File: src/rtl/spike_conditioner.sv
// Spike conditioner: per-channel sync, edge detect, refractory, round-robin.
// Optional drop counter enabled by defining SPIKE_COND_DROP_CNT_EN.
module spike_conditioner #(
  parameter int p_refract_cyc = 4,
  parameter int p_sync_stages = 2
) (
  input  logic        i_clk_tst,
  input  logic        i_rst_n,
  input  logic [4:1]  i_spike_raw,
  input  logic        i_enable,
  output logic [4:1]  o_spike,
  output logic        o_spike_valid,
`ifdef SPIKE_COND_DROP_CNT_EN
  output logic [15:0] o_drop_count,
`endif
  output logic        o_busy
);

  localparam logic [3:0] LP_REFR = 4'(p_refract_cyc);
  localparam int LP_LAST = p_sync_stages - 1;

  logic [3:0] r_sync [p_sync_stages];
  logic [3:0] r_hist;
  logic [3:0] r_pend;
  logic [3:0] r_spike;
  logic [3:0] r_refr [4];
  logic       r_valid;
  logic       r_busy;
  logic [1:0] r_last;

  logic [3:0] w_edge;
  logic [3:0] w_zero;
  logic [3:0] w_acc;
  logic [3:0] w_grant;
  logic [3:0] w_pend_nxt;
  logic [1:0] w_gidx;
  logic [1:0] w_idx;
  logic       w_found;

  always_comb begin
    w_zero = '0;
    for (int i = 0; i < 4; i++) begin
      w_zero[i] = (r_refr[i] == 4'd0);
    end
  end

  assign w_edge = r_sync[LP_LAST] & ~r_hist;
  assign w_acc  = w_edge & w_zero & {4{i_enable}};

  // Search starts one past the last grant; 2-bit index wraps ch4 -> ch1.
  always_comb begin
    w_grant = '0;
    w_gidx  = r_last;
    w_idx   = r_last;
    w_found = 1'b0;
    for (int k = 1; k <= 4; k++) begin
      w_idx = r_last + 2'(k);
      if (!w_found && r_pend[w_idx]) begin
        w_found        = 1'b1;
        w_gidx         = w_idx;
        w_grant[w_idx] = 1'b1;
      end
    end
  end

  assign w_pend_nxt = i_enable ? ((r_pend & ~w_grant) | w_acc) : 4'd0;

  always_ff @(posedge i_clk_tst or negedge i_rst_n) begin
    if (!i_rst_n) begin
      for (int s = 0; s < p_sync_stages; s++) begin
        r_sync[s] <= '0;
      end
      for (int i = 0; i < 4; i++) begin
        r_refr[i] <= '0;
      end
      r_hist  <= '0;
      r_pend  <= '0;
      r_spike <= '0;
      r_valid <= 1'b0;
      r_busy  <= 1'b0;
      r_last  <= 2'd3;
    end else begin
      r_sync[0] <= i_spike_raw;
      for (int s = 1; s < p_sync_stages; s++) begin
        r_sync[s] <= r_sync[s-1];
      end
      r_hist  <= r_sync[LP_LAST];
      r_pend  <= w_pend_nxt;
      r_spike <= w_grant;
      r_valid <= w_found;
      r_busy  <= |w_pend_nxt;
      if (w_found) begin
        r_last <= w_gidx;
      end
      for (int i = 0; i < 4; i++) begin
        if (w_acc[i]) begin
          r_refr[i] <= LP_REFR;
        end else if (!w_zero[i]) begin
          r_refr[i] <= r_refr[i] - 4'd1;
        end
      end
    end
  end

  assign o_spike       = r_spike;
  assign o_spike_valid = r_valid;
  assign o_busy        = r_busy;

`ifdef SPIKE_COND_DROP_CNT_EN
  logic [3:0]  w_drop;
  logic [2:0]  w_ndrop;
  logic [16:0] w_dsum;
  logic [15:0] r_drop;

  assign w_drop = w_acc & r_pend & ~w_grant;

  always_comb begin
    w_ndrop = '0;
    for (int i = 0; i < 4; i++) begin
      w_ndrop = w_ndrop + 3'(w_drop[i]);
    end
  end

  assign w_dsum = {1'b0, r_drop} + 17'(w_ndrop);

  always_ff @(posedge i_clk_tst or negedge i_rst_n) begin
    if (!i_rst_n) begin
      r_drop <= '0;
    end else begin
      r_drop <= w_dsum[16] ? 16'hFFFF : w_dsum[15:0];
    end
  end

  assign o_drop_count = r_drop;
`endif

endmodule

File: config.mk
export PLATFORM = sky130hd
export DESIGN_NAME = spike_conditioner
export DESIGN_NICKNAME = d
export VERILOG_FILES = /design/src/rtl/spike_conditioner.sv
export SDC_FILE = /design/constraint.sdc
export NUM_CORES = 1
export LEC_CHECK = 0
export CAP_MARGIN = 20
export CORE_MARGIN = 5
export CORE_UTILIZATION = 55
export CTS_CLUSTER_DIAMETER = 120
export CTS_CLUSTER_SIZE = 14
export DETAILED_ROUTE_END_ITERATION = 10
export GPL_ROUTABILITY_DRIVEN = 1
export PLACE_DENSITY = 0.83
export SYNTH_ARGS = -nofsm -noshare
export SYNTH_HDL_FRONTEND = slang
export SYNTH_SLANG_ARGS = --single-unit
File: constraint.sdc
create_clock -name i_clk_tst -period 3.3 [get_ports i_clk_tst]
set_input_delay 0.66 -clock i_clk_tst [delete_from_list [all_inputs] [get_ports i_clk_tst]]
set_output_delay 0.66 -clock i_clk_tst [all_outputs]
set_load 0.02 [all_outputs]
==> results.ini, run 1 <==
[floorplan]
ios=13
die-area_um2=5253
die_height_um=72.48
initial_core_util_pct=57.78
coreArea_um2=3716
rows=22
die_x_um=72.48

[synth]
synthesis.instances=196
synth_cell_types=46
synth-seq-cells=40
ys_async_sr_fraction_pct=100.0
ys_seq_area_share_pct=46.74
synth_warnings=0
synth_area_um2=2147
synth_ff_type=dfrtp_1
synth-edff-count=0
synth_area_per_cell_um2=10.95
synth_top_area_cell=dfrtp_1
synth_top_cell_area_share_pct=44.29
synth_area_leaders=dfrtp_1 (44%), ha_1 (9.3%), o21ai_0 (3.3%)
synth_nets=219

[routing]
firstDrtPassIters=4
drc=0
vias_per_cell=5.510
wire_per_inst_um=14.23
drtAntennaViolNets=0
dr_total_vias=1405
finalWirelength_um=3628
drtIter0Drc=86

[clock_tree]
clkSlewWorstSetupHoldPaths_ns=0.08
cts_resized=0
clk_latency_ns=0.29
postCtsSetupRepairBufs=0
tritoncts=done
root_buffer=clkbuf_8
htreeDepth=2
cts.sinks=40
cts_buffers=5
cts_hold_buf=0
clockBufferDepth=2

[sta]
setup_viol=0
hold_viol_final=0
period_minus_slack_ns=2.965
holdWs_ns=0.3427
max_freq_mhz=337.3
fin_crit_sh_pct=89.85
maxSlewHeadroom_pct=45.58
rsz0062_at_grt=no
maxSlewViolCount=0
setup_tns_ns=0
tightest_slew_ns=0.8163
fin_skew_ns=0.009184

[final_layout]
diodes=0
fin_nets=229
fillers=314
multi_input_area_um2=1012
area_growth_pct=8.042
drive_gt1_share_pct=12.08
layout_commonest_cell=dfrtp_1
mostFrequentLayoutCells=dfrtp_1 (38), nand2_1 (17), ha_1 (16), o21ai_0 (14), nor2_1 (12)
seq_area_um2=1003
utilization_pct=62.42

[worst_hold_path]
hp-start=r_sync[6]
hold_class=reg -> reg

[worst_setup_path]
crit_type=reg -> reg
timing.rr.start=r_last[0]
critPathLaunch=r_last[0]
end_kind=register
worst_ep_arrival_time_ns=3.13
required_ns=3.46
worst_setup_path_start_kind=register
crit_path_max_fanout=21

[power]
leakagePower_uw=0.001045
power_density_nw_per_um2=805.3
ir_worst_vdd_v=0.0003751

[flow_run]
drv_cap=0

[global_routing]
grt_max_degree=41
grt_pass1_wl_um=6492
grt-ovfl-total=0
globalRouteTotalUtil_pct=15.71
antenna_found_initial=0
grt_pass1_vias=1415

[placement]
hpwl_um=2652
gp_congestion=0.9011
portBuffers=12

[run_status]
status=finished clean

## critical path, stage by stage (launching register included)
cell	delay, ns
dfstp_2	0.79
inv_1	0.19
ha_1	0.47
mux2_2	0.34
o21ai_0	0.11
o311ai_2	0.32
o21ai_2	0.11
or4_1	0.49
## power breakdown
group | internal, µW | switching (µW)
clock network | 147 | 167
registers | 656 | 169
logic | 333 | 396
total | 1140 | 732
## flip-flops by register name, indices dropped and copies added, names as in the netlist
signal	flops
r_last	2
o_busy	1
r_pend	4
o_spike	4
r_sync	8
r_hist	4
r_refr	16
o_spike_valid	1
## final cells by class
| class | instances | share of cell area, % |
|---|---|---|
| clock buffer | 5 | 2.967 |
| timing repair buffer | 12 | 4.962 |
| clock inverter | 3 | 0.8091 |
| inverter | 11 | 1.780 |
| multi-input combinational | 136 | 43.64 |
| sequential | 40 | 43.26 |
| tap | 48 | 2.589 |
## cells by family (layout without fill, tap and decap cells)
| group | Yosys count | in the layout | synth area share, % |
|---|---|---|---|
| adders and majority gates | 16 | 16 | 9.324 |
| muxes | 8 | 8 | 5.361 |
| DFF | 40 | 40 | 46.74 |
| AOI/OAI and AO/OA | 46 | 46 | 15.15 |
| xor gates and xnor gates | 3 | 3 | 1.224 |
| and+or+nand+nor | 63 | 63 | 16.08 |
| buffers and inverters | 20 | 31 | 6.118 |
## cells in the mapped netlist, drive strengths merged, types with 3 or more instances
cell and count:
or3 5, mux2i 4, a21o 4, ha 16, buf 8, inv 11, nor2 12, nand2 17
dfrtp 38, a211oi 4, a21oi 7, o21ai 22, nor3b 4, nand4b 3, nand3 6, o311ai 3
nor3 6
## layer usage
| metal | vias to the layer above | global-route usage, % | share of wire, % | routed length [µm] |
|---|---|---|---|---|
| met5 | - | 0 | 0 | 0 |
| met4 | 0 | 5.328 | 1.3 | 46 |
| met3 | 6 | 4.432 | 3.4 | 124 |
| met2 | 17 | 24.17 | 48 | 1734 |
| met1 | 670 | 21.38 | 47 | 1723 |
| li1 | 712 | - | - | - |
## per-stage QoR
stage / cell area [µm²] / instances / setup slack [ns] / power, µW
after floorplan: 2147 / 196 / 0.4986 / 1398
after global placement: 2232 / 247 / 0.4443 / 1524
after detailed placement: 2232 / 247 / 0.3574 / 1567
after CTS: 2320 / 255 / 0.3469 / 1883
after global routing: 2320 / 255 / 0.1371 / 2037
final: 2320 / 255 / 0.3351 / 1868
## worst paths after layout
| kind | endpoint | slack [ns] | depth (start not counted) |
|---|---|---|---|
| max in group asynchronous | r_refr[11] | 2.33 | 1 |
| hold reg to reg | r_sync[2] | 0.34 | 0 |
| setup / recovery | o_busy | 0.34 | 7 |
| setup reg to reg | o_busy | 0.34 | 7 |
| hold / removal | r_sync[2] | 0.34 | 0 |
| min in group asynchronous | r_refr[7] | 0.45 | 1 |
No activity file was read; power rests on OpenSTA's default activity.
==> inputs of run 2 (changes only) <==
- CORE_MARGIN: 5 -> not set
==> results.ini, run 2 (synthesis gave the netlist of run 1 again) <==
[routing]
dr_total_vias=1432  ; +1.9%
drtIter0Drc=109  ; +27%
firstDrtPassIters=5  ; +1
finalWirelength_um=3641  ; +0.36%
drtAntennaViolNets=0  ; unchanged
wire_per_inst_um=14.28  ; +0.36%
vias_per_cell=5.616  ; +1.9%
drc=0  ; unchanged

[placement]
place_area_um2=2232  ; unchanged
hpwl_um=2566  ; -3.3%
portBuffers=12  ; unchanged
gp_congestion=0.8998  ; -0.14%
pre_cts_ws_ns=0.3479  ; -0.009428 ns

[final_layout]
mostFrequentLayoutCells=dfrtp_1 (38), nand2_1 (17), ha_1 (16), o21ai_0 (14), nor2_1 (12)
layout_commonest_cell=dfrtp_1
design_area_um2=2320  ; unchanged
diodes=0  ; unchanged
regMostFlops=r_refr
largest_reg_flops=16  ; unchanged
reg.largest.list=r_refr (16), r_sync (8)
drive_gt1_share_pct=12.08  ; unchanged
fin_nets=229  ; unchanged
area_growth_pct=8.042  ; unchanged

[global_routing]
grt_pass1_vias=1382  ; -2.3%
grt_pass1_wl_um=6382  ; -1.7%
globalRouteTotalUtil_pct=20.54  ; +4.8 points
grt-ovfl-total=0  ; unchanged
grt_max_degree=41  ; unchanged
antenna_found_initial=0  ; unchanged

[sta]
fin_skew_ns=0.007406  ; -0.001778 ns
setup_tns_ns=0  ; unchanged
fin_ws_ns=0.3268  ; -0.008339 ns
hold_viol_final=0  ; unchanged
max_freq_mhz=336.3  ; -0.28%
setup_viol=0  ; unchanged
rsz0062_at_grt=no
period_minus_slack_ns=2.973  ; +0.008339 ns
maxSlewHeadroom_pct=43.23  ; -2.3 points
tightest_slew_ns=0.8515  ; +0.03518 ns
maxSlewViolCount=0  ; unchanged
fin_crit_sh_pct=90.10  ; +0.25 points

[floorplan]
ios=13  ; unchanged
coreArea_um2=3716  ; unchanged
initial_core_util_pct=57.78  ; unchanged
rows=22  ; unchanged
die_x_um=64.48  ; -11%
die-area_um2=4158  ; -21%
die_height_um=64.48  ; -11%

[clock_tree]
cts_hold_buf=0  ; unchanged
postCtsSetupRepairBufs=0  ; unchanged
root_buffer=clkbuf_8
cts_buffers=5  ; unchanged
tritoncts=done
clk_latency_ns=0.29  ; about the same
cts.sinks=40  ; unchanged
cts_resized=0  ; unchanged
htreeDepth=2  ; unchanged
clkSlewWorstSetupHoldPaths_ns=0.08  ; about the same
clockBufferDepth=2  ; unchanged

[worst_setup_path]
required_ns=3.46  ; about the same
worst_setup_path_start_kind=register
crit_path_max_fanout=21  ; unchanged
crit_type=reg -> reg
worst_ep_arrival_time_ns=3.14  ; about the same
end_kind=register

[flow_run]
drv_cap=0  ; unchanged

[power]
comb_power_share_pct=38.7  ; -0.3 points
ir_worst_vdd_v=0.0004480  ; +19%
power_switching_uw=734.1  ; +0.30%
finalPower_uw=1869  ; about the same
power_density_nw_per_um2=805.8  ; about the same
leakagePower_uw=0.001045  ; unchanged
p_int_uw=1135  ; about the same
pwr-share-clk_pct=17.1  ; +0.3 points
p_sw_share_pct=39.27  ; +0.092 points
seq_power_share_pct=44.2  ; about the same

[run_status]
status=finished clean

[worst_hold_path]
hold_class=reg -> reg

-- run 2: critical path, cell delays in order, from the launching register on --
cell and delay [ns]:
dfstp_2 0.80, inv_1 0.19, ha_1 0.46, mux2_2 0.33
o31ai_1 0.09, o311ai_1 0.34, o21ai_1 0.15, or4_1 0.48
-- run 2: through the flow --
stage          utilization, %  hold slack (ns)  instances
6_report                62.42           0.3508        255
5_1_grt                 62.42           0.3562        255
4_1_cts                 62.42           0.3530        255
3_5_place_dp            60.07           0.3347        247
3_3_place_gp            60.07           0.3324        247
2_1_floorplan               -           0.3312        196
-- run 2: path summary, 6_finish.rpt --
kind                       cells past startpoint          to  startpoint  slack [ns]
max in group asynchronous                      1  r_refr[11]     i_rst_n        2.30
hold reg to reg                                0   r_sync[3]   r_sync[7]        0.35
hold / removal                                 0   r_sync[3]   r_sync[7]        0.35
min in group asynchronous                      1   r_refr[7]     i_rst_n        0.47
setup reg to reg                               7      o_busy   r_last[0]        0.33
setup / recovery                               7      o_busy   r_last[0]        0.33
-- run 2: layout make-up --
class / count / area, µm²
Clock inverter: 3 / 18.77
Fill cell: 294 / 1396
Clock buffer: 5 / 68.82
Tap cell: 48 / 60.06
Inverter: 11 / 41.29
Sequential cell: 40 / 1003
Multi-Input combinational cell: 136 / 1012
Timing Repair Buffer: 12 / 115.1
-- run 2: per-layer routing --
metal | vias to the layer above | track usage, % | wire [µm]
met5 | - | 0 | 0
met4 | 0 | 6.944 | 47
met3 | 6 | 5.282 | 118
li1 | 713 | - | -
met1 | 690 | 27.24 | 1761
met2 | 23 | 32.76 | 1714
-- run 2: power groups by stage --
| stage | Combinational (µW) | Clock [µW] | Sequential (µW) |
|---|---|---|---|
| 6_report | 723 | 320 | 825 |
| 4_1_cts | 729 | 328 | 826 |
| 3_5_place_dp | 725 | 0 | 834 |
| 5_1_grt | 818 | 348 | 853 |
| 3_3_place_gp | 702 | 0 | 826 |
| 2_1_floorplan | 618 | 0 | 780 |
==> inputs of run 3 (changes only) <==
- CAP_MARGIN: 20 -> not set
==> results of run 3 <==
Final layout, timing and power as in run 2 (identical DEF).
